===== src/rtl/phys_reg_free_list_if.sv =====
// Free-list handshake bundle between COMMIT/rename (master) and the free list (slave).
//  master: drives push/pop requests, recover pulse and the retirement RAT;
//          observes pop ID/valid, empty, count, busy and overflow.
//  slave : the free list itself, the mirror image of master.
interface phys_reg_free_list_if #(
    parameter int unsigned PREG_WIDTH = 6,
    parameter int unsigned ARCH_REGS  = 32
);
    logic                              tFL_pushReq_IN;
    logic [PREG_WIDTH-1:0]             tFL_pushId_IN;
    logic                              tFL_popReq_IN;
    logic [PREG_WIDTH-1:0]             fFL_popId_OUT;
    logic                              fFL_popValid_OUT;
    logic                              fFL_empty_OUT;
    logic [PREG_WIDTH:0]               fFL_count_OUT;
    logic                              tFL_recover_IN;
    logic [ARCH_REGS*PREG_WIDTH-1:0]   tFL_retRat_IN;
    logic                              fFL_busy_OUT;
    logic                              fFL_overflow_OUT;

    modport master (
        output tFL_pushReq_IN, tFL_pushId_IN, tFL_popReq_IN, tFL_recover_IN, tFL_retRat_IN,
        input  fFL_popId_OUT, fFL_popValid_OUT, fFL_empty_OUT, fFL_count_OUT, fFL_busy_OUT,
               fFL_overflow_OUT
    );

    modport slave (
        input  tFL_pushReq_IN, tFL_pushId_IN, tFL_popReq_IN, tFL_recover_IN, tFL_retRat_IN,
        output fFL_popId_OUT, fFL_popValid_OUT, fFL_empty_OUT, fFL_count_OUT, fFL_busy_OUT,
               fFL_overflow_OUT
    );
endinterface


===== src/rtl/phys_reg_free_list.sv =====
// Circular free list of physical register IDs.
//  Rename pops the head ID, COMMIT pushes freed IDs at the tail. A recover pulse runs a
//  SNAP/SCAN rebuild that refills the list, in ascending order, with every ID not named in
//  the retirement RAT snapshot.
// Ports:
//  CLK    : clock, all state on posedge
//  RESET  : synchronous active-low reset
//  FREEZE : hold every piece of state, including the recovery FSM
//  fl     : slave side of phys_reg_free_list_if (push/pop/recover/status)
module phys_reg_free_list #(
    parameter int unsigned PHYS_REGS  = 64,
    parameter int unsigned PREG_WIDTH = 6,
    parameter int unsigned ARCH_REGS  = 32
) (
    input  logic                  CLK,
    input  logic                  RESET,
    input  logic                  FREEZE,
    phys_reg_free_list_if.slave   fl
);

    typedef enum logic [1:0] {StIdle, StSnap, StScan} state_e;

    localparam logic [PREG_WIDTH-1:0] LastPtr   = PREG_WIDTH'(PHYS_REGS - 1);
    localparam logic [PREG_WIDTH:0]   FullCount = (PREG_WIDTH + 1)'(PHYS_REGS);

    state_e                          state_q, state_d;
    logic [PREG_WIDTH-1:0]           entries_q [PHYS_REGS];
    logic [PREG_WIDTH-1:0]           entries_d [PHYS_REGS];
    logic [PREG_WIDTH-1:0]           head_q, head_d;
    logic [PREG_WIDTH-1:0]           tail_q, tail_d;
    logic [PREG_WIDTH-1:0]           idx_q, idx_d;
    logic [PREG_WIDTH:0]             count_q, count_d;
    logic                            overflow_q, overflow_d;
    logic [ARCH_REGS*PREG_WIDTH-1:0] snap_q, snap_d;

    logic busy;
    logic pop_valid;
    logic pop_grant;
    logic push_ok;
    logic idx_mapped;

    function automatic logic [PREG_WIDTH-1:0] inc_ptr(input logic [PREG_WIDTH-1:0] ptr);
        return (ptr == LastPtr) ? '0 : ptr + 1'b1;
    endfunction

    assign busy      = (state_q != StIdle);
    assign pop_valid = !busy && (count_q != '0);

    // Is the scan index currently held by any architectural register in the snapshot?
    always_comb begin
        idx_mapped = 1'b0;
        for (int unsigned k = 0; k < ARCH_REGS; k++) begin
            if (snap_q[k*PREG_WIDTH +: PREG_WIDTH] == idx_q) begin
                idx_mapped = 1'b1;
            end
        end
    end

    always_comb begin
        state_d    = state_q;
        entries_d  = entries_q;
        head_d     = head_q;
        tail_d     = tail_q;
        idx_d      = idx_q;
        count_d    = count_q;
        overflow_d = overflow_q;
        snap_d     = snap_q;
        pop_grant  = 1'b0;
        push_ok    = 1'b0;

        unique case (state_q)
            StIdle: begin
                pop_grant = fl.tFL_popReq_IN && pop_valid;
                push_ok   = fl.tFL_pushReq_IN && (count_q < FullCount);
                if (push_ok) begin
                    entries_d[tail_q] = fl.tFL_pushId_IN;
                    tail_d            = inc_ptr(tail_q);
                end else if (fl.tFL_pushReq_IN) begin
                    overflow_d = 1'b1;
                end
                if (pop_grant) begin
                    head_d = inc_ptr(head_q);
                end
                count_d = count_q + (PREG_WIDTH + 1)'(push_ok) - (PREG_WIDTH + 1)'(pop_grant);
            end
            StSnap: begin
                snap_d  = fl.tFL_retRat_IN;
                head_d  = '0;
                tail_d  = '0;
                count_d = '0;
                idx_d   = '0;
                state_d = StScan;
            end
            StScan: begin
                if (!idx_mapped) begin
                    entries_d[tail_q] = idx_q;
                    tail_d            = inc_ptr(tail_q);
                    count_d           = count_q + 1'b1;
                end
                idx_d = idx_q + 1'b1;
                if (idx_q == LastPtr) begin
                    state_d = StIdle;
                end
            end
            default: state_d = StIdle;
        endcase

        // A recover pulse always (re)starts the rebuild; in IDLE the push/pop above still apply.
        if (fl.tFL_recover_IN) begin
            state_d = StSnap;
        end
    end

    always_ff @(posedge CLK) begin
        if (!RESET) begin
            state_q    <= StIdle;
            head_q     <= '0;
            tail_q     <= PREG_WIDTH'(PHYS_REGS - ARCH_REGS);
            idx_q      <= '0;
            count_q    <= (PREG_WIDTH + 1)'(PHYS_REGS - ARCH_REGS);
            overflow_q <= 1'b0;
            snap_q     <= '0;
            for (int unsigned i = 0; i < PHYS_REGS; i++) begin
                entries_q[i] <= (i < PHYS_REGS - ARCH_REGS) ? PREG_WIDTH'(ARCH_REGS + i) : '0;
            end
        end else if (!FREEZE) begin
            state_q    <= state_d;
            entries_q  <= entries_d;
            head_q     <= head_d;
            tail_q     <= tail_d;
            idx_q      <= idx_d;
            count_q    <= count_d;
            overflow_q <= overflow_d;
            snap_q     <= snap_d;
        end
    end

    assign fl.fFL_popId_OUT    = entries_q[head_q];
    assign fl.fFL_popValid_OUT = pop_valid;
    assign fl.fFL_empty_OUT    = (count_q == '0);
    assign fl.fFL_count_OUT    = count_q;
    assign fl.fFL_busy_OUT     = busy;
    assign fl.fFL_overflow_OUT = overflow_q;

endmodule


===== src/flat_wrapper.sv =====
// flat-port wrapper written by rule: the top's interface ports become plain ports
module phys_reg_free_list_flat 
#(
    parameter int unsigned PHYS_REGS  = 64,
    parameter int unsigned PREG_WIDTH = 6,
    parameter int unsigned ARCH_REGS  = 32
)
  (CLK, RESET, FREEZE, fl_tFL_pushReq_IN, fl_tFL_pushId_IN, fl_tFL_popReq_IN, fl_tFL_recover_IN, fl_tFL_retRat_IN, fl_fFL_popId_OUT, fl_fFL_popValid_OUT, fl_fFL_empty_OUT, fl_fFL_count_OUT, fl_fFL_busy_OUT, fl_fFL_overflow_OUT);
  phys_reg_free_list_if #(.PREG_WIDTH(PREG_WIDTH), .ARCH_REGS(ARCH_REGS)) fl_i ();
  input  logic CLK;
  input  logic RESET;
  input  logic FREEZE;
  input wire logic [$bits(fl_i.tFL_pushReq_IN)-1:0] fl_tFL_pushReq_IN;
  input wire logic [$bits(fl_i.tFL_pushId_IN)-1:0] fl_tFL_pushId_IN;
  input wire logic [$bits(fl_i.tFL_popReq_IN)-1:0] fl_tFL_popReq_IN;
  input wire logic [$bits(fl_i.tFL_recover_IN)-1:0] fl_tFL_recover_IN;
  input wire logic [$bits(fl_i.tFL_retRat_IN)-1:0] fl_tFL_retRat_IN;
  output wire logic [$bits(fl_i.fFL_popId_OUT)-1:0] fl_fFL_popId_OUT;
  output wire logic [$bits(fl_i.fFL_popValid_OUT)-1:0] fl_fFL_popValid_OUT;
  output wire logic [$bits(fl_i.fFL_empty_OUT)-1:0] fl_fFL_empty_OUT;
  output wire logic [$bits(fl_i.fFL_count_OUT)-1:0] fl_fFL_count_OUT;
  output wire logic [$bits(fl_i.fFL_busy_OUT)-1:0] fl_fFL_busy_OUT;
  output wire logic [$bits(fl_i.fFL_overflow_OUT)-1:0] fl_fFL_overflow_OUT;
  assign fl_i.tFL_pushReq_IN = fl_tFL_pushReq_IN;
  assign fl_i.tFL_pushId_IN = fl_tFL_pushId_IN;
  assign fl_i.tFL_popReq_IN = fl_tFL_popReq_IN;
  assign fl_i.tFL_recover_IN = fl_tFL_recover_IN;
  assign fl_i.tFL_retRat_IN = fl_tFL_retRat_IN;
  assign fl_fFL_popId_OUT = fl_i.fFL_popId_OUT;
  assign fl_fFL_popValid_OUT = fl_i.fFL_popValid_OUT;
  assign fl_fFL_empty_OUT = fl_i.fFL_empty_OUT;
  assign fl_fFL_count_OUT = fl_i.fFL_count_OUT;
  assign fl_fFL_busy_OUT = fl_i.fFL_busy_OUT;
  assign fl_fFL_overflow_OUT = fl_i.fFL_overflow_OUT;
  phys_reg_free_list #(.PHYS_REGS(PHYS_REGS), .PREG_WIDTH(PREG_WIDTH), .ARCH_REGS(ARCH_REGS)) u_core (.CLK(CLK), .RESET(RESET), .FREEZE(FREEZE), .fl(fl_i));
endmodule

===== config.mk =====
export PLATFORM = sky130hd
export DESIGN_NAME = phys_reg_free_list_flat
export DESIGN_NICKNAME = d
export VERILOG_FILES = /design/src/rtl/phys_reg_free_list_if.sv /design/src/rtl/phys_reg_free_list.sv /design/src/flat_wrapper.sv
export SDC_FILE = /design/constraint.sdc
export NUM_CORES = 1
export LEC_CHECK = 0
export BUFFER_PORTS_ARGS = -buffer_cell sky130_fd_sc_hd__buf_4
export CAP_MARGIN = 20
export CORE_UTILIZATION = 45
export DETAILED_ROUTE_END_ITERATION = 7
export PLACE_DENSITY = 0.66
export SLEW_MARGIN = 20
export SYNTH_ARGS = -nofsm -noshare
export SYNTH_HDL_FRONTEND = slang
export SYNTH_SLANG_ARGS = --single-unit

===== constraint.sdc =====
create_clock -name CLK -period 3.6 [get_ports CLK]
set_clock_uncertainty 0.15 [all_clocks]
set_input_delay 0.18 -clock CLK [delete_from_list [all_inputs] [get_ports CLK]]
set_output_delay 0.18 -clock CLK [all_outputs]
set_load 0.01 [all_outputs]

== Word-level counts from Yosys, hierarchy flattened ==
Cells that the tools add are included.

* Flip-flop bits (word level): 604
* Input port bits: 204

* Eq/ne operators: 42
* $add $sub $neg: 6
* Bitwise logic cells: 4
* Reductions and logical operators: 21
* Magnitude comparators: 4
* Multiplexer cells: 55

{| class="wikitable"
|+ Operators with widths
! operator !! number
|-
| $bwmux W384 || 2
|-
| $mux W384 || 2
|-
| $pmux W384 S2 || 1
|-
| $eq A6 B6 Y1 || 32
|-
| $mux W6 || 8
|-
| $bmux W6 S6 || 1
|-
| $demux W6 S6 || 1
|-
| $mux W1 || 32
|-
| $pmux W6 S2 || 2
|-
| $pmux W7 S3 || 1
|-
| $add A6 B1 Y6 const B || 3
|-
| $eq A6 B6 Y1 const B || 3
|-
| $pmux W6 S3 || 1
|-
| $ge A7 B7 Y1 const B || 2
|-
| $not A6 Y7 || 2
|-
| $reduce_and A4 Y1 || 3
|-
| $reduce_and A3 Y1 || 3
|-
| $reduce_bool A2 Y1 || 4
|-
| $add A7 B1 Y7 || 1
|-
| $add A7 B1 Y7 const B || 1
|-
| $logic_not A7 Y1 || 1
|-
| $lt A7 B1 Y1 const B || 1
|-
| $lt A7 B7 Y1 const B || 1
|-
| $mux W7 || 1
|-
| other kinds (15) || 23
|}

== Longest topological paths before layout ==
Gate-level depths: netlist (run 1).

* Depth in word-level cells: 35
* Mapped depth: 17

== Worst setup path before layout (run 1) ==
OpenSTA, ideal clock, no wires.

* Path type: register -> register
* Start: register u_core.count_q[1] (netlist: u_core.fl.fFL_count_OUT[1])
* End: register u_core.count_q[6] (netlist: u_core.fl.fFL_count_OUT[6])
* Period minus slack after synthesis: 3.268 ns
* Required time: 3.359 ns
* Cell stages (with the launch flop): 18
* Arrival time: 3.027 ns
* Setup time: 0.091 ns
* Setup slack: 0.332 ns
* Buffers on the path: 0
* Cells stage by stage: dfxtp_1 > inv_1 > ha_1 > nand4b_1 > nand3_1 > inv_1 > ha_1 > inv_1 > ha_1 > inv_1 > fa_1 > nor2b_1 > o311a_1 > o21bai_1 > and3_1 > o32ai_1 > a31oi_1 > a311oi_1

* Cells in the longest elaborated chain, start to end: 5

{| class="wikitable"
|+ RTL lines
! what !! RTL line !! source
|-
| from (decl) || phys_reg_free_list.sv:32 || <nowiki>logic [PREG_WIDTH:0] count_q, count_d;</nowiki>
|-
| from (signal assigned) || phys_reg_free_list.sv:120 || <nowiki>count_q <= (PREG_WIDTH + 1)'(PHYS_REGS - ARCH_REGS);</nowiki>
|-
| from (signal assigned) || phys_reg_free_list.sv:132 || <nowiki>count_q <= count_d;</nowiki>
|-
| $lt A7 B7 Y1 / $reduce_bool A7 Y1 (equally long branches) || phys_reg_free_list.sv:74, phys_reg_free_list.sv:47 ||
|-
| $logic_and A1 B1 Y1, on equally long branches || phys_reg_free_list.sv:74, phys_reg_free_list.sv:47 ||
|-
| $add A7 B1 Y7 / $logic_and A1 B1 Y1 (equally long branches) || phys_reg_free_list.sv:84, phys_reg_free_list.sv:73 ||
|-
| $sub A7 B1 Y7 || phys_reg_free_list.sv:84 || <nowiki>count_d = count_q + (PREG_WIDTH + 1)'(push_ok) - (PREG_WIDTH + 1)'(pop_grant);</nowiki>
|-
| $pmux W7 S3 * || phys_reg_free_list.sv:71 || <nowiki>unique case (state_q)</nowiki>
|}

Mark *: on every way between the ends. The rest lies on a longest branch, timed or not. The select of a mux whose other input is x is not followed.
A chain may end at the register's enable or synchronous reset.

== Worst setup path after layout (run 1) ==
* Start: register u_core.idx_q[2]
* End: register u_core.entries_q[157] (netlist name)

* Cells in the longest elaborated chain, start to end: 35

{| class="wikitable"
|+ RTL lines
! what !! RTL line !! source
|-
| from (decl) || phys_reg_free_list.sv:31 || <nowiki>logic [PREG_WIDTH-1:0] idx_q, idx_d;</nowiki>
|-
| from (signal assigned) || phys_reg_free_list.sv:131 || <nowiki>idx_q <= idx_d;</nowiki>
|-
| $eq A6 B6 Y1 || phys_reg_free_list.sv:53 || <nowiki>if (snap_q[k*PREG_WIDTH +: PREG_WIDTH] == idx_q) begin</nowiki>
|-
| $mux W1 (31 in a row) || phys_reg_free_list.sv:53 ||
|-
| $mux W1 * || phys_reg_free_list.sv:53 ||
|-
| $ne A2 B2 Y1 (no line) * || -- ||
|-
| $reduce_and A4 Y1 (no line) * || -- ||
|-
| to (signal, indexed assignment) || phys_reg_free_list.sv:124 || <nowiki>entries_q[i] <= (i < PHYS_REGS - ARCH_REGS) ? PREG_WIDTH'(ARCH_REGS + i) : '0;</nowiki>
|-
| to (signal assigned) || phys_reg_free_list.sv:128 || <nowiki>entries_q <= entries_d;</nowiki>
|-
| to (decl) || phys_reg_free_list.sv:27 || <nowiki>logic [PREG_WIDTH-1:0] entries_q [PHYS_REGS];</nowiki>
|}

Mark *: on every way between the ends. The rest lies on a longest branch, timed or not.

==> results of run 1 <==
## cells in the final DEF, fill, tap and decap left out, types with 9 or more instances in the layout
cell type,Yosys,final
sky130_fd_sc_hd__clkbuf_1,205,16
sky130_fd_sc_hd__nor2_1,142,142
sky130_fd_sc_hd__dfxtp_1,604,595
sky130_fd_sc_hd__a21oi_1,213,213
sky130_fd_sc_hd__o22ai_1,16,16
sky130_fd_sc_hd__clkbuf_16,0,71
sky130_fd_sc_hd__mux4_2,120,120
sky130_fd_sc_hd__nand3_1,12,11
sky130_fd_sc_hd__buf_4,7,266
sky130_fd_sc_hd__clkbuf_8,0,14
sky130_fd_sc_hd__inv_1,19,19
sky130_fd_sc_hd__dlygate4sd3_1,0,198
sky130_fd_sc_hd__buf_12,1,25
sky130_fd_sc_hd__o21ai_0,24,24
sky130_fd_sc_hd__xnor2_1,194,194
sky130_fd_sc_hd__or4_4,3,59
sky130_fd_sc_hd__nand2_1,721,720
sky130_fd_sc_hd__nand4_1,35,35
sky130_fd_sc_hd__clkinv_2,0,9
sky130_fd_sc_hd__mux2i_1,397,396
sky130_fd_sc_hd__ha_1,22,22
## power groups by stage
stage	sequential, mW	clock, mW	combinational, mW
floorplan	7.00	0	0.796
global placement	7.01	0	1.35
detailed placement	7.01	0	1.37
CTS	6.86	7.29	1.56
global route	6.87	7.57	1.71
finish	6.86	7.21	1.60
## cell type report
type	count	area, um2
Clock buffer	99	1990
Multi-Input combinational cell	2060	15100
Tap cell	837	1050
Fill cell	5106	26700
Sequential cell	604	12100
Clock inverter	22	340
Inverter	20	82.6
Timing Repair Buffer	495	4600
Antenna cell	3	7.51
## final timing paths
path	start	to	cells past startpoint
worst min register to register	u_core.entries_q[4]	u_core.entries_q[4]	2
worst min-delay path	fl_tFL_pushId_IN[1]	u_core.entries_q[247]	4
worst max register to register	u_core.idx_q[2]	u_core.entries_q[157]	9
worst max-delay path	u_core.idx_q[2]	u_core.entries_q[157]	9
## Yosys cell counts, types with 4 or more instances
master | n | area (um2)
sky130_fd_sc_hd__nand4_1 | 35 | 219
sky130_fd_sc_hd__xor2_1 | 4 | 35.0
sky130_fd_sc_hd__dfxtp_1 | 604 | 12100
sky130_fd_sc_hd__mux4_2 | 120 | 2700
sky130_fd_sc_hd__a31oi_1 | 4 | 25.0
sky130_fd_sc_hd__mux2_2 | 7 | 78.8
sky130_fd_sc_hd__clkbuf_1 | 205 | 769
sky130_fd_sc_hd__nor2b_1 | 8 | 50.1
sky130_fd_sc_hd__nor3_1 | 5 | 25.0
sky130_fd_sc_hd__nand2_1 | 721 | 2710
sky130_fd_sc_hd__and3_1 | 7 | 43.8
sky130_fd_sc_hd__a21oi_1 | 213 | 1070
sky130_fd_sc_hd__buf_2 | 41 | 205
sky130_fd_sc_hd__mux2i_1 | 397 | 3970
sky130_fd_sc_hd__or3_1 | 4 | 25.0
sky130_fd_sc_hd__buf_4 | 7 | 52.6
sky130_fd_sc_hd__nand3b_1 | 5 | 37.5
sky130_fd_sc_hd__ha_1 | 22 | 275
sky130_fd_sc_hd__buf_6 | 22 | 248
sky130_fd_sc_hd__o22ai_1 | 16 | 100
sky130_fd_sc_hd__inv_1 | 19 | 71.3
sky130_fd_sc_hd__nor2_1 | 142 | 533
sky130_fd_sc_hd__nand2b_1 | 7 | 43.8
sky130_fd_sc_hd__nand3_1 | 12 | 60.1
sky130_fd_sc_hd__buf_1 | 11 | 41.3
sky130_fd_sc_hd__nor4_4 | 6 | 128
sky130_fd_sc_hd__xnor2_1 | 194 | 1700
sky130_fd_sc_hd__and2_1 | 7 | 43.8
sky130_fd_sc_hd__o21ai_0 | 24 | 120
sky130_fd_sc_hd__or4_1 | 61 | 458
## worst register-to-register path: cells and delay by family (launching register included)
kind | cells | cell delay (ns)
buffers and inverters | 2 | 0.42
AOI/OAI and AO/OA | 2 | 0.71
DFF | 1 | 0.45
xor gates and xnor gates | 1 | 0.08
and+or+nand+nor | 3 | 1.42
muxes | 1 | 0.16
## metrics by stage
stage / hold slack [ns] / setup slack [ns] / utilization (%) / std cells
finish: 0.0246 / 0.0491 / 56.9 / 4140
global route: 0.0422 / -0.112 / 56.9 / 4139
CTS: 0.0285 / -0.0236 / 56.6 / 4136
detailed placement: 0.288 / -0.0234 / 49.5 / 3816
global placement: 0.279 / 0.00661 / 49.5 / 3816
floorplan: 0.166 / 0.332 / - / 2974
## registers in the layout, summed over array words and instances (netlist names)
name,flops
u_core.snap_q,192
u_core.state_q,2
u_core.head_q,6
u_core.fl.fFL_count_OUT,7
u_core.idx_q,6
u_core.tail_q,6
u_core.entries_q,384
u_core.fl.fFL_overflow_OUT,1
## kinds of logic (layout without fill, tap and decap cells)
kind of cell	after synthesis	after routing	synth area share (%)
other	0	3	0
adder cells (fa/ha/maj)	23	23	1.04
AO/OA/AOI/OAI	286	286	5.51
XOR/XNOR	198	198	6.12
flip-flops	604	604	42.6
buffers and inverters	310	636	5.14
multiplexers	524	524	23.8
AND/OR/NAND/NOR	1029	1029	15.7
## metal layers
layer	vias up	part of all wire, %	global-route usage, %
li1	10700	-	-
met4	4	4.4	12.6
met1	11200	42	32.8
met3	233	5.9	4.47
met2	824	48	42.8
met5	-	0.018	0
## what timing repair did
| item | 4_1_cts | 5_1_grt |
|---|---|---|
| buffers inserted | 1 | 0 |
| gates resized for setup | 16 | 45 |
| cloned | 0 | 1 |
| hold buffers | 198 | 0 |
| endpoints found under the hold margin | 232 | 0 |
| endpoints found under the setup margin | 118 | 239 |
==> results by group, run 1 <==
Pwr
  – Total power after layout: roughly 16 mW
  – Switching share of total power: about a quarter
  – Power density over the cells: approximately 440 nW/um2
  – Part of the total power dissipated in combinational logic: roughly a tenth
  – Switching power summed over all nets: 3.80 mW
  – Sequential power share: between 40% and 50%
  – Portion of total power attributed to the clock network: a little under half
  – IR Drop Worst-Case VDD: around 0.00032 V
  – Internal cell power: 11.9 mW
  – Leakage power summed over all cells: between 10 and 15 nW

Place
  – Global placer's final weighted congestion: approximately 0.87
  – # port buffers: 220
  – Dpl cell area: around 31,000 um2
  – Half-perimeter wire length after placement: around 53,000 um

Global routing
  – Antenna violations before repair: 4
  – Largest net degree at the start of global routing: 145
  – Number of global-route vias before repair: roughly 23,000
  – Global-route wire length before repair: about 130,000 um
  – Global Route Usage Sum: about a quarter
  – Total congestion overflow after global routing: 0

Logic synthesis
  – Number of nets in the synthesized netlist: ~3,200
  – Most used DFF post-synth: sky130_fd_sc_hd__dfxtp_1
  – Post-synth design cell area: 28,400 um2
  – Number of enable flip-flop cells after synthesis: 0
  – Synthesized area divided by synthesized cell count: 9.53 um2
  – Fraction of the yosys area taken by sequential cells: between 40% and 50%
  – Post-synth ARST share: 0%
  – Distinct cell type count of the synthesized netlist: 60
  – Count of state elements after synthesis: 604
  – Synthesized netlist cell count: about 3,000
  – Count of warnings emitted by yosys: 0

Route
  – DRT Wirelength: roughly 84,000 um
  – Wire per inst: between 20 and 25 um
  – Number of nets with antenna violations after routing: 0
  – Per-cell via count in the routed design: between 5 and 6
  – Vias post-DR: around 23,000
  – Detailed Routing Iterations Pass 1: 6
  – # DRC: 0
  – Initial drt markers: between 1,500 and 2,000

STA
  – Final hold vios: 0
  – Post-layout min period: around 3.6 ns
  – Period utilization: a little over nine tenths
  – Tightest Pin Transition: ~1.1 ns
  – Remaining max-slew budget at the tightest pin: about 29%
  – Upper clock frequency limit: approximately 280 MHz
  – Final number of setup-violating endpoints: 0
  – TNS Setup: 0 ns
  – Unrepaired setup endpoints after global routing: yes
  – Number of max-slew violations in the final report: 0

Floorplan
  – Y dimension of the die: roughly 250 um
  – Chip Width: ~250 um
  – Full die area: between 60,000 and 70,000 um2
  – Starting Density: a little under half
  – Core outline area: slightly above 60,000 um2
  – Std-Cell Rows: 91
  – Num ports: between 200 and 250

Run status
  – Run status: finished, final reports clean

Cells and area
  – Layout cell share with drive strength beyond 1: a little under a fifth
  – Final #Nets: 3,476
  – Final std cell area, no fill: 35,200 um2
  – Area added between synthesis and finish: 24.3%

Setup path
  – Worst Setup End Kind: flop
  – Slowest cell on the critical path: sky130_fd_sc_hd__or4_4
  – Crit path required time: 3.89 ns
  – Worst EP arrival: roughly 3.8 ns
  – Crit path top cell by count: sky130_fd_sc_hd__buf_12
  – Worst path cell trace: buf_12 -> xnor2_1 -> nand4_1 -> o22ai_1 -> or4_1 -> o41a_2 -> buf_12 -> or4_4 -> mux2i_1
  – Sort of element at the start of the critical path: flop
  – Crit-path max FO: 54
  – CP max stage delay: roughly 0.65 ns
  – Buffers and inverters on the worst path: 2
  – CP delay by family, top: simple AND/OR/NAND/NOR gates
  – Minimum setup slack among reg-to-reg paths: about 0.049 ns
  – Category of the most critical setup path: flop to flop

Clocking
  – Clk_lat worst skew: 0.62 ns
  – Clock root buffer master: sky130_fd_sc_hd__clkbuf_16
  – Clock transition at the registers of the reported paths: around 0.060 ns
  – # H-tree levels: 3
  – Clock tree from TritonCTS: done
  – TritonCTS Buffers: 68
  – Number of clock sinks: around 600
  – Number of buffers on the longest clock path: 3

Worst hold path
  – Path type of the worst min-delay path: input pin to flop

Run
  – Count of maximum capacitance violations: 0
(Power assumes the default switching activity.)
==> run 2: changes to the inputs <==
--- a/config.mk
+++ b/config.mk
@@ -10,6 +10,7 @@
 export CORE_UTILIZATION = 45
 export DETAILED_ROUTE_END_ITERATION = 7
 export PLACE_DENSITY = 0.66
+export SETUP_SLACK_MARGIN = 0.1
 export SLEW_MARGIN = 20
 export SYNTH_ARGS = -nofsm -noshare
 export SYNTH_HDL_FRONTEND = slang
==> results by group, run 2 (synthesis results as in run 1) <==
Clocking
  – Clock transition at the registers of the reported paths: 0.06 ns
  – Clock root buffer master: sky130_fd_sc_hd__clkbuf_16
  – Clk_lat worst skew: 0.61 ns
  – # H-tree levels: 3
  – Clock tree from TritonCTS: done
  – Number of clock sinks: 604
  – TritonCTS Buffers: 68
  – Number of buffers on the longest clock path: 3

Global routing
  – Global-route wire length before repair: ~130,000 um
  – Number of global-route vias before repair: about 23,000
  – Global routing usage on met3: under 10%
  – Total congestion overflow after global routing: 0
  – Largest net degree at the start of global routing: between 100 and 150
  – Met1 Use GR: between 30% and 40%
  – Layer carrying the most global-route usage: met2
  – Global-route met2 utilization: a little over two fifths
  – Antenna violations before repair: 4
  – Global Route Usage Sum: 26.0%

Place
  – # port buffers: 220
  – Half-perimeter wire length after placement: about 53,000 um
  – Dpl cell area: between 30,000 and 40,000 um2
  – Dpl cells: between 3,000 and 4,000
  – Global placer's final weighted congestion: slightly below 0.9

Setup path
  – Worst EP arrival: about 3.8 ns
  – Slowest cell on the critical path: sky130_fd_sc_hd__or4_4
  – Crit path required time: 3.89 ns
  – Minimum setup slack among reg-to-reg paths: ~0.13 ns
  – CP max stage delay: roughly 0.65 ns
  – CP delay by family, top: simple AND/OR/NAND/NOR gates
  – Crit path top cell by count: sky130_fd_sc_hd__buf_12
  – Sort of element at the start of the critical path: flop
  – Worst Setup End Kind: flop
  – Worst path cell trace: buf_12 -> xnor2_1 -> nand2_1 -> o22ai_1 -> or4_1 -> o41a_4 -> buf_12 -> or4_4 -> mux2i_1
  – Buffers and inverters on the worst path: 2
  – Crit-path max FO: 54
  – Category of the most critical setup path: flop to flop

Pwr
  – Total power after layout: approximately 16 mW
  – IR Drop Worst-Case VDD: ~0.00031 V
  – Power density over the cells: around 440 nW/um2
  – Leakage power summed over all cells: around 15 nW

Route
  – Vias post-DR: 23,100
  – Per-cell via count in the routed design: ~5.6
  – DRT Wirelength: between 80,000 and 90,000 um
  – # DRC: 0
  – Number of nets with antenna violations after routing: 0
  – Wire per inst: roughly 20 um
  – Detailed Routing Iterations Pass 1: 6
  – Initial drt markers: approximately 1,600

Worst hold path
  – Path type of the worst min-delay path: input pin to flop

STA
  – Smallest hold slack: roughly 0.020 ns
  – Post-layout min period: around 3.5 ns
  – Final number of setup-violating endpoints: 0
  – Unrepaired setup endpoints after global routing: no
  – Tightest Pin Transition: 1.09 ns
  – Upper clock frequency limit: approximately 290 MHz
  – Final hold vios: 0
  – Remaining max-slew budget at the tightest pin: a little over a quarter
  – Number of max-slew violations in the final report: 0
  – Period utilization: about 96%

Floorplan
  – Core outline area: between 60,000 and 70,000 um2
  – Num ports: about 220
  – Full die area: 64,000 um2
  – Y dimension of the die: between 200 and 300 um
  – Starting Density: 45.8%
  – Chip Width: 253 um
  – Std-Cell Rows: 91

Cells and area
  – Commonest non-fill, non-tap cells in the layout: sky130_fd_sc_hd__nand2_1, sky130_fd_sc_hd__dfxtp_1, sky130_fd_sc_hd__mux2i_1
  – Top reg by flops: u_core.entries_q
  – Fillers: 5,083
  – Layout cell share with drive strength beyond 1: around a fifth
  – Flip-flop count of the largest register, all copies and words added: 384
  – Area of the multi-input gates: 15,100 um2
  – Final std cell area, no fill: 35,400 um2
  – Final #Nets: 3,486
  – Sequential Area: ~12,000 um2
  – Area added between synthesis and finish: 24.9%
  – Fin cells: just over 4,000
  – Most common cell after layout, fill and taps aside: sky130_fd_sc_hd__nand2_1

Run status
  – Run status: finished, final reports clean

Run
  – Count of maximum capacitance violations: 0
[run 2: area by class of cell]
type,instances,share of cell area [%]
Multi-Input combinational cell,2060,42.7
Clock inverter,22,0.961
Timing Repair Buffer,505,13.3
Sequential cell,604,34.2
Clock buffer,99,5.62
Antenna cell,3,0.0212
Tap cell,837,2.96
Inverter,20,0.233
[run 2: final timing paths]
kind                            cells past startpoint                  start                     to
worst max-delay path                                9        u_core.idx_q[4]  u_core.entries_q[157]
worst min-delay path                                4    fl_tFL_pushId_IN[1]  u_core.entries_q[247]
worst max register to register                      9        u_core.idx_q[4]  u_core.entries_q[157]
worst min register to register                      2  u_core.entries_q[152]  u_core.entries_q[152]
[run 2: what timing repair did]
| item | in CTS | in global routing |
|---|---|---|
| hold buffers | 198 | 0 |
| buffers inserted | 4 | 6 |
| cloned | 1 | 1 |
| resized for setup | 23 | 52 |
| hold endpoints to repair | 232 | 0 |
| pin swaps | 1 | 6 |
| endpoints found under the setup margin | 337 | 355 |
[run 2: routing by layer]
layer,share of wire (%),up-vias,routed length [um]
met2,47,878,39900
met1,41,11200,34900
met3,6.4,245,5410
met5,0.018,-,15
li1,-,10700,-
met4,4.7,4,3940
[run 2: stage by stage]
stage          setup TNS, ns  utilization [%]  setup WS (ns)
6_report                   0             57.2          0.127
5_1_grt                    0             57.2         0.0969
4_1_cts              -0.0149             56.7       -0.00271
3_5_place_dp         -0.0892             49.5        -0.0234
3_3_place_gp               0             49.5        0.00661
2_1_floorplan              0                -          0.332
[run 2: tightest hold or removal path, stage by stage]
cell and delay [ns]:
sky130_fd_sc_hd__buf_4 0.08, sky130_fd_sc_hd__mux2i_1 0.06, sky130_fd_sc_hd__and2_1 0.26, sky130_fd_sc_hd__mux2i_1 0.16
[run 2: report_power, final]
| part | internal [mW] | switching [mW] |
|---|---|---|
| logic | 0.770 | 0.894 |
| registers | 6.78 | 0.0746 |
| clock network | 4.36 | 2.84 |
| total | 11.9 | 3.81 |
==> run 3: changes to the inputs <==
==> constraint.sdc (replaced) <==
create_clock -name CLK -period 3.52 [get_ports CLK]
set_clock_uncertainty 0.15 [all_clocks]
set_input_delay 0.176 -clock CLK [delete_from_list [all_inputs] [get_ports CLK]]
set_output_delay 0.176 -clock CLK [all_outputs]
set_load 0.01 [all_outputs]
==> results by group, run 3 (synthesis results as in run 1) <==
Setup path
  – Reg-to-reg startpoint: u_core.idx_q[1]
  – Sort of element at the start of the critical path: flop
  – Crit path required time: 3.81 ns
  – Category of the most critical setup path: flop to flop
  – Crit path from: u_core.idx_q[1]
  – Crit-path max FO: 15
  – Worst Setup End Kind: flop
  – Worst EP arrival: between 3 and 4 ns

Global routing
  – Global Route Usage Sum: 27.5%
  – Total congestion overflow after global routing: 0
  – Global-route wire length before repair: approximately 140,000 um
  – Number of global-route vias before repair: between 20,000 and 25,000
  – Antenna violations before repair: 5
  – Largest net degree at the start of global routing: 130

Cells and area
  – Final #Nets: around 3,600
  – Area added between synthesis and finish: 29.2%
  – Sequential Area: ~12,000 um2
  – Layout cell share with drive strength beyond 1: between 20 and 25%
  – Util after Layout: about three fifths
  – Top reg by flops: u_core.entries_q
  – Fillers: 4,881
  – Most common cell after layout, fill and taps aside: sky130_fd_sc_hd__nand2_1
  – Area of the multi-input gates: 15,300 um2
  – Flip-flop count of the largest register, all copies and words added: 384
  – Commonest non-fill, non-tap cells in the layout: sky130_fd_sc_hd__nand2_1, sky130_fd_sc_hd__dfxtp_1, sky130_fd_sc_hd__mux2i_1
  – Fin cells: between 4,000 and 5,000

Clocking
  – Clk_lat worst skew: 0.62 ns
  – # H-tree levels: 3
  – Number of clock sinks: roughly 600
  – Clock root buffer master: sky130_fd_sc_hd__clkbuf_16
  – Clock tree from TritonCTS: done
  – TritonCTS Buffers: 67
  – Number of buffers on the longest clock path: 3
  – Clock transition at the registers of the reported paths: approximately 0.060 ns

Run status
  – Run status: finished, violations left
  – Failing checks: negative setup slack

STA
  – Final hold vios: 0
  – Final number of setup-violating endpoints: approximately 130
  – Tightest Pin Transition: 1.04 ns
  – Smallest hold slack: approximately 0.066 ns
  – Unrepaired setup endpoints after global routing: yes
  – Period utilization: 103%
  – Setup ws final: -0.0954 ns
  – TNS Setup: -4.55 ns
  – Upper clock frequency limit: about 280 MHz
  – Remaining max-slew budget at the tightest pin: a little over 30%
  – Post-layout min period: around 3.6 ns
  – Number of max-slew violations in the final report: 0

Route
  – Detailed Routing Iterations Pass 1: 5
  – Per-cell via count in the routed design: 5.66
  – # DRC: 0
  – Wire per inst: about 21 um
  – Number of nets with antenna violations after routing: 0
  – DRT Wirelength: around 91,000 um
  – Initial drt markers: roughly 2,100
  – Vias post-DR: roughly 24,000

Floorplan
  – Core outline area: around 62,000 um2
  – Y dimension of the die: between 200 and 300 um
  – Std-Cell Rows: 91
  – Chip Width: 253 um
  – Full die area: ~64,000 um2
  – Starting Density: a little under half
  – Num ports: between 200 and 250

Place
  – Half-perimeter wire length after placement: 53,400 um
  – Global placer's final weighted congestion: ~0.85
  – Dpl cells: slightly below 4,000
  – # port buffers: 220

Pwr
  – Internal cell power: about 12 mW
  – IR Drop Worst-Case VDD: between 0.0003 and 0.0004 V
  – Switching share of total power: about a quarter
  – Power density over the cells: 435 nW/um2
  – Leakage power summed over all cells: 15.4 nW
  – Switching power summed over all nets: 3.94 mW
  – Sequential power share: roughly 44%
  – Total power after layout: 15.9 mW
  – Portion of total power attributed to the clock network: 44.8%
  – Part of the total power dissipated in combinational logic: approximately 11%

Worst hold path
  – Path type of the worst min-delay path: input pin to flop
  – Startpoint of the most critical hold path: fl_tFL_popReq_IN

Run
  – Count of maximum capacitance violations: 0
==> run 3: changes by cell type in the layout (fill, tap and decap cells not counted), moves of 7 or more <==
| cell | change |
|---|---|
| sky130_fd_sc_hd__buf_4 | +27 |
| sky130_fd_sc_hd__buf_8 | +17 |
| sky130_fd_sc_hd__buf_6 | +13 |
| sky130_fd_sc_hd__buf_16 | +9 |
| sky130_fd_sc_hd__dlygate4sd3_1 | +8 |
| sky130_fd_sc_hd__mux2i_1 | -8 |
| sky130_fd_sc_hd__mux2i_2 | +7 |
==> run 3: what timing repair did <==
| item | CTS | global route |
|---|---|---|
| hold buffers | 206 | 0 |
| setup buffers | 13 | 30 |
| endpoints found under the hold margin | 200 | 0 |
| pin swaps | 20 | 34 |
| endpoints found under the setup margin | 360 | 376 |
| gates cloned | 10 | 8 |
| resized for setup | 78 | 94 |
==> run 3: final timing paths <==
check	end	slack [ns]	cells past startpoint
setup / recovery	u_core.entries_q[34]	-0.1	10
hold / removal	u_core.head_q[1]	0.07	6
setup reg to reg	u_core.entries_q[34]	-0.1	10
hold reg to reg	u_core.entries_q[97]	0.31	2
==> run 3: final cells by class <==
cell class	count	share of cell area, %
multi-input cells	2061	41.7
flip-flops and latches	604	33.1
repair buffers	590	16.1
clock buffers	93	5.26
well taps	837	2.86
clock inverters	24	0.813
inverters	20	0.225
diodes	3	0.0205
==> run 3: per-stage QoR <==
stage | instance area, um2 | setup WS (ns)
after global routing | 36600 | -0.111
after detailed placement | 30900 | -0.164
after floorplan | 28400 | 0.252
after CTS | 35800 | 0.00313
final | 36600 | -0.0954
after global placement | 30900 | -0.0961
==> run 3: worst max-delay path, cell delays in order (launching register included) <==
cell and delay, ns:
sky130_fd_sc_hd__dfxtp_4 0.37, sky130_fd_sc_hd__buf_12 0.16, sky130_fd_sc_hd__xnor2_1 0.13, sky130_fd_sc_hd__nand4_1 0.18, sky130_fd_sc_hd__o22ai_2 0.13, sky130_fd_sc_hd__or4_4 0.62
sky130_fd_sc_hd__o41a_4 0.65, sky130_fd_sc_hd__clkbuf_16 0.22, sky130_fd_sc_hd__or4_4 0.53, sky130_fd_sc_hd__buf_6 0.16, sky130_fd_sc_hd__mux2i_1 0.13
==> run 3: routing by layer <==
layer	up-vias	GRT usage [%]	routed length, um
li1	10900	-	-
met4	4	16.0	5040
met5	-	0	24
met2	1087	45.1	42800
met3	300	4.87	6690
met1	11700	33.9	36000
==> run 3: power groups by stage <==
stage	logic (mW)	registers (mW)	clock network, mW
final	1.77	7.01	7.14
after detailed placement	1.40	7.17	0
after global placement	1.37	7.17	0
after global routing	1.88	7.02	7.48
after floorplan	0.814	7.16	0
after CTS	1.69	7.01	7.19
